[config.mk]
export PLATFORM = sky130hd
export DESIGN_NAME = axis_packer_flat
export DESIGN_NICKNAME = d
export VERILOG_FILES = /design/src/rtl/axis_packer_if.sv /design/src/rtl/axis_packer.sv /design/src/flat_wrapper.sv
export SDC_FILE = /design/constraint.sdc
export NUM_CORES = 1
export LEC_CHECK = 0
export ABC_CLOCK_PERIOD_IN_PS = 3700
export BUFFER_PORTS_ARGS = -buffer_cell sky130_fd_sc_hd__buf_2
export CORE_MARGIN = 2
export CORE_UTILIZATION = 55
export DETAILED_ROUTE_END_ITERATION = 10
export GPL_TIMING_DRIVEN = 0
export PLACE_DENSITY = 0.84
export SLEW_MARGIN = 20
export SYNTH_ARGS = -nofsm -noshare
export SYNTH_HDL_FRONTEND = slang
export SYNTH_SLANG_ARGS = --single-unit
[constraint.sdc]
create_clock -name clk -period 3.7 [get_ports clk]
set_input_delay 0.185 -clock clk [delete_from_list [all_inputs] [get_ports clk]]
set_output_delay 0.185 -clock clk [all_outputs]
set_load 0.03 [all_outputs]
[src/rtl/axis_packer_if.sv]
// Bus bundle for axis_packer: narrow pixel stream in, wide chunk stream out.
// The slave modport is the packer's view; master is the surrounding environment.
interface axis_packer_if #(
  parameter int unsigned IN_W  = 16,
  parameter int unsigned OUT_W = 128
);
  localparam int unsigned RATIO = OUT_W / IN_W;

  logic             pixel_tvalid;
  logic             pixel_tready;
  logic [IN_W-1:0]  pixel_tdata;
  logic             pixel_tlast;

  logic             chunk_tvalid;
  logic             chunk_tready;
  logic [OUT_W-1:0] chunk_tdata;
  logic [RATIO-1:0] chunk_tkeep;
  logic             chunk_tlast;

  modport slave (
    input  pixel_tvalid, pixel_tdata, pixel_tlast, chunk_tready,
    output pixel_tready, chunk_tvalid, chunk_tdata, chunk_tkeep, chunk_tlast
  );

  modport master (
    output pixel_tvalid, pixel_tdata, pixel_tlast, chunk_tready,
    input  pixel_tready, chunk_tvalid, chunk_tdata, chunk_tkeep, chunk_tlast
  );
endinterface

[src/rtl/axis_packer.sv]
// Packs IN_W-bit words LSB-first into OUT_W-bit chunks, with early close on tlast
// or on an explicit flush; one-entry output register decoupled from assembly.
module axis_packer #(
  parameter int unsigned IN_W          = 16,
  parameter int unsigned OUT_W         = 128,
  parameter bit          FLUSH_ON_LAST = 1'b1
) (
  input  logic          clk,
  input  logic          rst,
  axis_packer_if.slave  axis,
  input  logic          flush,
  output logic [31:0]   chunk_count
);
  localparam int unsigned RATIO = OUT_W / IN_W;
  localparam int unsigned CW    = $clog2(RATIO);
  localparam logic [CW-1:0] FillMax = CW'(RATIO - 1);

  logic [OUT_W-1:0] asm_q, asm_d, asm_ins;
  logic [CW-1:0]    fill_q, fill_d;
  logic             asm_last_q, asm_last_d, last_ins;
  logic             pend_q, pend_d;
  logic             out_valid_q, out_valid_d;
  logic [OUT_W-1:0] out_data_q, out_data_d;
  logic [RATIO-1:0] out_keep_q, out_keep_d;
  logic             out_last_q, out_last_d;
  logic [31:0]      count_q, count_d;

  logic        out_free, would_close, ready, accept, close_word, close_flush;
  int unsigned fill_n;

  function automatic logic [RATIO-1:0] keep_mask(input int unsigned n);
    logic [RATIO-1:0] m;
    for (int unsigned k = 0; k < RATIO; k++) m[k] = (k < n);
    return m;
  endfunction

  always_comb begin
    out_free    = !out_valid_q || axis.chunk_tready;
    would_close = (fill_q == FillMax) || (FLUSH_ON_LAST && axis.pixel_tlast);
    // A word that would close a chunk needs somewhere to land this cycle.
    ready       = !rst && !pend_q && (out_free || !would_close);
    accept      = axis.pixel_tvalid && ready;
    close_word  = accept && would_close;
    close_flush = pend_q && (fill_q != '0) && out_free;
    fill_n      = 32'(fill_q);

    asm_ins = asm_q;
    if (accept) asm_ins[fill_n*IN_W +: IN_W] = axis.pixel_tdata;
    last_ins = asm_last_q || (accept && axis.pixel_tlast);

    asm_d       = asm_ins;
    fill_d      = fill_q;
    asm_last_d  = last_ins;
    out_valid_d = out_valid_q;
    out_data_d  = out_data_q;
    out_keep_d  = out_keep_q;
    out_last_d  = out_last_q;

    if (accept) fill_d = fill_q + 1'b1;
    if (out_valid_q && axis.chunk_tready) out_valid_d = 1'b0;

    if (close_word || close_flush) begin
      out_valid_d = 1'b1;
      out_data_d  = asm_ins;
      out_keep_d  = keep_mask(close_word ? fill_n + 1 : fill_n);
      out_last_d  = last_ins;
      asm_d       = '0;
      fill_d      = '0;
      asm_last_d  = 1'b0;
    end

    // An empty assembly at flush time retires the request without emitting.
    pend_d  = (pend_q && !((fill_q == '0) || close_flush)) || flush;
    count_d = count_q + 32'(out_valid_q && axis.chunk_tready);
  end

  always_ff @(posedge clk) begin
    if (rst) begin
      asm_q       <= '0;
      fill_q      <= '0;
      asm_last_q  <= 1'b0;
      pend_q      <= 1'b0;
      out_valid_q <= 1'b0;
      out_data_q  <= '0;
      out_keep_q  <= '0;
      out_last_q  <= 1'b0;
      count_q     <= '0;
    end else begin
      asm_q       <= asm_d;
      fill_q      <= fill_d;
      asm_last_q  <= asm_last_d;
      pend_q      <= pend_d;
      out_valid_q <= out_valid_d;
      out_data_q  <= out_data_d;
      out_keep_q  <= out_keep_d;
      out_last_q  <= out_last_d;
      count_q     <= count_d;
    end
  end

  assign axis.pixel_tready = ready;
  assign axis.chunk_tvalid = out_valid_q;
  assign axis.chunk_tdata  = out_data_q;
  assign axis.chunk_tkeep  = out_keep_q;
  assign axis.chunk_tlast  = out_last_q;
  assign chunk_count       = count_q;
endmodule

[src/flat_wrapper.sv]
// flat-port wrapper written by rule: the top's interface ports become plain ports
module axis_packer_flat 
#(
  parameter int unsigned IN_W          = 16,
  parameter int unsigned OUT_W         = 128,
  parameter bit          FLUSH_ON_LAST = 1'b1
)
  (clk, rst, flush, chunk_count, axis_pixel_tvalid, axis_pixel_tdata, axis_pixel_tlast, axis_chunk_tready, axis_pixel_tready, axis_chunk_tvalid, axis_chunk_tdata, axis_chunk_tkeep, axis_chunk_tlast);
  axis_packer_if #(.IN_W(IN_W), .OUT_W(OUT_W)) axis_i ();
  input  logic clk;
  input  logic rst;
  input  logic flush;
  output logic [31:0] chunk_count;
  input wire logic [$bits(axis_i.pixel_tvalid)-1:0] axis_pixel_tvalid;
  input wire logic [$bits(axis_i.pixel_tdata)-1:0] axis_pixel_tdata;
  input wire logic [$bits(axis_i.pixel_tlast)-1:0] axis_pixel_tlast;
  input wire logic [$bits(axis_i.chunk_tready)-1:0] axis_chunk_tready;
  output wire logic [$bits(axis_i.pixel_tready)-1:0] axis_pixel_tready;
  output wire logic [$bits(axis_i.chunk_tvalid)-1:0] axis_chunk_tvalid;
  output wire logic [$bits(axis_i.chunk_tdata)-1:0] axis_chunk_tdata;
  output wire logic [$bits(axis_i.chunk_tkeep)-1:0] axis_chunk_tkeep;
  output wire logic [$bits(axis_i.chunk_tlast)-1:0] axis_chunk_tlast;
  assign axis_i.pixel_tvalid = axis_pixel_tvalid;
  assign axis_i.pixel_tdata = axis_pixel_tdata;
  assign axis_i.pixel_tlast = axis_pixel_tlast;
  assign axis_i.chunk_tready = axis_chunk_tready;
  assign axis_pixel_tready = axis_i.pixel_tready;
  assign axis_chunk_tvalid = axis_i.chunk_tvalid;
  assign axis_chunk_tdata = axis_i.chunk_tdata;
  assign axis_chunk_tkeep = axis_i.chunk_tkeep;
  assign axis_chunk_tlast = axis_i.chunk_tlast;
  axis_packer #(.IN_W(IN_W), .OUT_W(OUT_W), .FLUSH_ON_LAST(FLUSH_ON_LAST)) u_core (.clk(clk), .rst(rst), .axis(axis_i), .flush(flush), .chunk_count(chunk_count));
endmodule
==> flow_metrics.py <==
metrics = {
    "status": {
        "outcome": "finished, final reports clean",
    },
    "sta": {
        "fmax_mhz": 300,
        "setup-tns-final_ns": 0,
        "relSlewSlack_pct": 42.6,
        "maxSlewViolCount": 0,
        "setup_viol": 0,
        "fin_crit_sh_pct": 90.1,
        "worstMarginPinSlew_ns": 0.861,
        "rsz0062_at_grt": "no",
        "fin_skew_ns": 0.00752,
        "hold_slack_ns": 0.0410,
        "finalHoldViolations": 0,
        "fin_crit_ns": 3.33,
    },
    "global_route": {
        "grt_pass1_vias": 8049,
        "antenna_found_initial": 0,
        "grt_pass1_wl_um": 42800,
        "grt_max_degree": 15,
        "grt.overflow.total": 0,
        "grt.total_usage_pct": 26.2,
    },
    "finish": {
        "layout-drive-gt1-share_pct": 22.0,
        "layout.nets": 1243,
        "fillerInstances": 1442,
        "multiInputGateArea_sq_um": 4390,
        "antenna_cells": 0,
        "seqCellArea_sq_um": 6070,
        "stdcell_count": 1499,
        "final_core_util_pct": 67.8,
        "area_growth_syn_to_layout_pct": 21.4,
        "final_area_sq_um": 13100,
    },
    "setup_path": {
        "crit_type": "reg -> reg",
        "start_kind": "register",
        "crit_path_end_kind": "register",
        "path_max_fanout": 10,
        "required_ns": 4.10,
        "critPathArrivalTime_ns": 3.74,
    },
    "clock_tree": {
        "cts.sinks": 303,
        "cts-root-buf": "clkbuf_16",
        "h-tree-depth": 1,
        "cts_resized": 0,
        "clk_latency_ns": 0.53,
        "cts_tree": "built",
        "numCtsBuffers": 29,
        "cts.reportedPaths.clkPinSlew_ns": 0.07,
        "postCtsSetupBuffers": 0,
        "ctsLongestPathBuffers": 3,
    },
    "synth": {
        "ys_ff_latch": 303,
        "synth_area_per_cell_sq_um": 10.9,
        "synth_cell_types": 51,
        "syn_area_sq_um": 10800,
        "synthArstFlopShare_pct": 0,
        "synth_warnings": 0,
        "synth-edff-count": 0,
        "ys_seq_area_share_pct": 56.2,
        "syn-instance-count": 992,
        "ys.flop_type": "dfxtp_1",
        "synth_fp_nets": 1020,
    },
    "placement": {
        "gp_congestion": 0.901,
        "dpl_cell_area_sq_um": 12100,
        "portBuffers": 190,
        "dp_hpwl_um": 19000,
        "dp.cells": 1447,
    },
    "floorplan": {
        "dieWidth_um": 144,
        "io_pins": 193,
        "design.core.area_sq_um": 19300,
        "initial_core_util_pct": 55.8,
        "dieArea_sq_um": 20800,
        "row_count": 51,
        "die_y_um": 144,
    },
    "power_and_ir_drop": {
        "p_per_area_nw_per_um2": 511,
        "leakagePower_nw": 5.50,
        "ir_drop_uv": 341,
    },
    "hold_path": {
        "hold_path.class": "in -> reg",
    },
    "route": {
        "routed_wl_um": 27800,
        "dr.first_iter.drc_count": 506,
        "drc": 0,
        "drtAntennaViolNets": 0,
        "wl_per_cell_um": 18.5,
        "drt-pass1-iter-count": 5,
        "via_per_inst": 5.56,
        "dr_total_vias": 8341,
    },
    "run": {
        "cap_violations": 0,
    },
}
[path summary, 6_finish.rpt]
kind	cells past startpoint	startpoint	end	slack [ns]
hold / removal	3	axis_pixel_tdata[4]	u_core.asm_q[4]	0.04
setup / recovery	8	u_core.fill_q[0]	u_core.axis.chunk_tdata[111]	0.37
setup reg to reg	8	u_core.fill_q[0]	u_core.axis.chunk_tdata[111]	0.37
hold reg to reg	1	u_core.axis.chunk_tkeep[3]	u_core.axis.chunk_tkeep[3]	0.46
[logic make-up (layout without fill, tap and decap cells)]
kind of cell | Yosys count | in the layout | share of synthesized area [%]
AND/OR/NAND/NOR | 290 | 290 | 13.3
multiplexers | 127 | 127 | 11.8
flip-flops | 303 | 303 | 56.2
AO/OA/AOI/OAI | 166 | 166 | 12.8
XOR/XNOR | 26 | 26 | 2.11
adder cells (fa/ha/maj) | 6 | 6 | 0.695
buffers and inverters | 74 | 316 | 3.14
[flip-flops by register name, summed over array words and instances, names as in the netlist]
signal,flops
u_core.asm_q,128
u_core.axis.chunk_tdata,128
u_core.chunk_count,32
u_core.axis.chunk_tkeep,8
u_core.fill_q,3
u_core.asm_last_q,1
u_core.axis.chunk_tlast,1
u_core.axis.chunk_tvalid,1
u_core.pend_q,1
[stage by stage]
step | power (mW) | setup WS, ns
final | 6.70 | 0.366
after global routing | 6.90 | 0.264
after CTS | 6.73 | 0.392
after detailed placement | 3.66 | 0.414
after global placement | 3.65 | 0.524
after floorplan | 3.54 | 1.07
[layout by cell type (no fill, tap or decap), drive strengths merged, types with 3 or more instances in the layout]
cell	instances
and3	5
or3	6
ha	6
nor4	5
bufinv	5
and2	23
nand3	15
nand2	20
nor2b	8
nor3	7
a21oi	14
mux2i	127
clkbuf	77
nand2b	3
inv	6
dfxtp	303
xnor2	5
o2bb2ai	129
nand4	12
xor2	21
buf	219
nor2	172
and4	6
clkinv	5
o21ai	8
[where the power goes]
part	switching [mW]	total, mW	internal (mW)
Combinational	0.235	0.310	0.0754
Sequential	0.00806	3.28	3.28
Clock	1.21	3.11	1.90
[cell usage after synthesis, drive strengths merged, types with 5 or more instances]
master / count / area (sq um)
a21oi: 14 / 73.8
and2: 23 / 144
and3: 5 / 31.3
and4: 6 / 52.6
buf: 29 / 170
clkbuf: 38 / 143
dfxtp: 303 / 6070
ha: 6 / 75.1
inv: 6 / 22.5
mux2i: 127 / 1270
nand2: 20 / 75.1
nand3: 15 / 80.1
nand4: 12 / 75.1
nor2: 172 / 656
nor2b: 8 / 50.1
nor3: 7 / 57.6
nor4: 5 / 88.8
o21ai: 8 / 51.3
o2bb2ai: 129 / 1130
or3: 6 / 37.5
xnor2: 5 / 43.8
xor2: 21 / 184
[what timing repair did]
action                                  in CTS  in global routing
endpoints found under the hold margin        2                  0
endpoints found under the setup margin       0                  0
hold buffers                                 2                  0
[area by class of cell]
| type | count | share of cell area, % |
|---|---|---|
| Tap cell | 265 | 2.53 |
| Clock inverter | 11 | 1.44 |
| Clock buffer | 39 | 6.28 |
| Timing Repair Buffer | 192 | 7.41 |
| Inverter | 7 | 0.200 |
| Buffer | 67 | 2.39 |
| Sequential cell | 303 | 46.3 |
| Multi-Input combinational cell | 615 | 33.5 |
[worst max-delay path, cell delays in order, from the launching register on]
cell and delay, ns:
dfxtp_1 0.43, clkinv_1 0.24, ha_1 0.27, ha_1 0.36, or3b_4 0.48, nor4_4 0.57
buf_6 0.27, mux2i_1 0.44, o2bb2ai_1 0.14
[layer usage]
layer  share of wire (%)  wire length, um  global-route usage, %
met5                   0                0                      0
met2                  46            12900                   43.6
met3                 7.1             1970                   5.03
met4                 3.4              944                   9.49
met1                  43            12000                   34.1
Power figures use the tool's default switching activity.
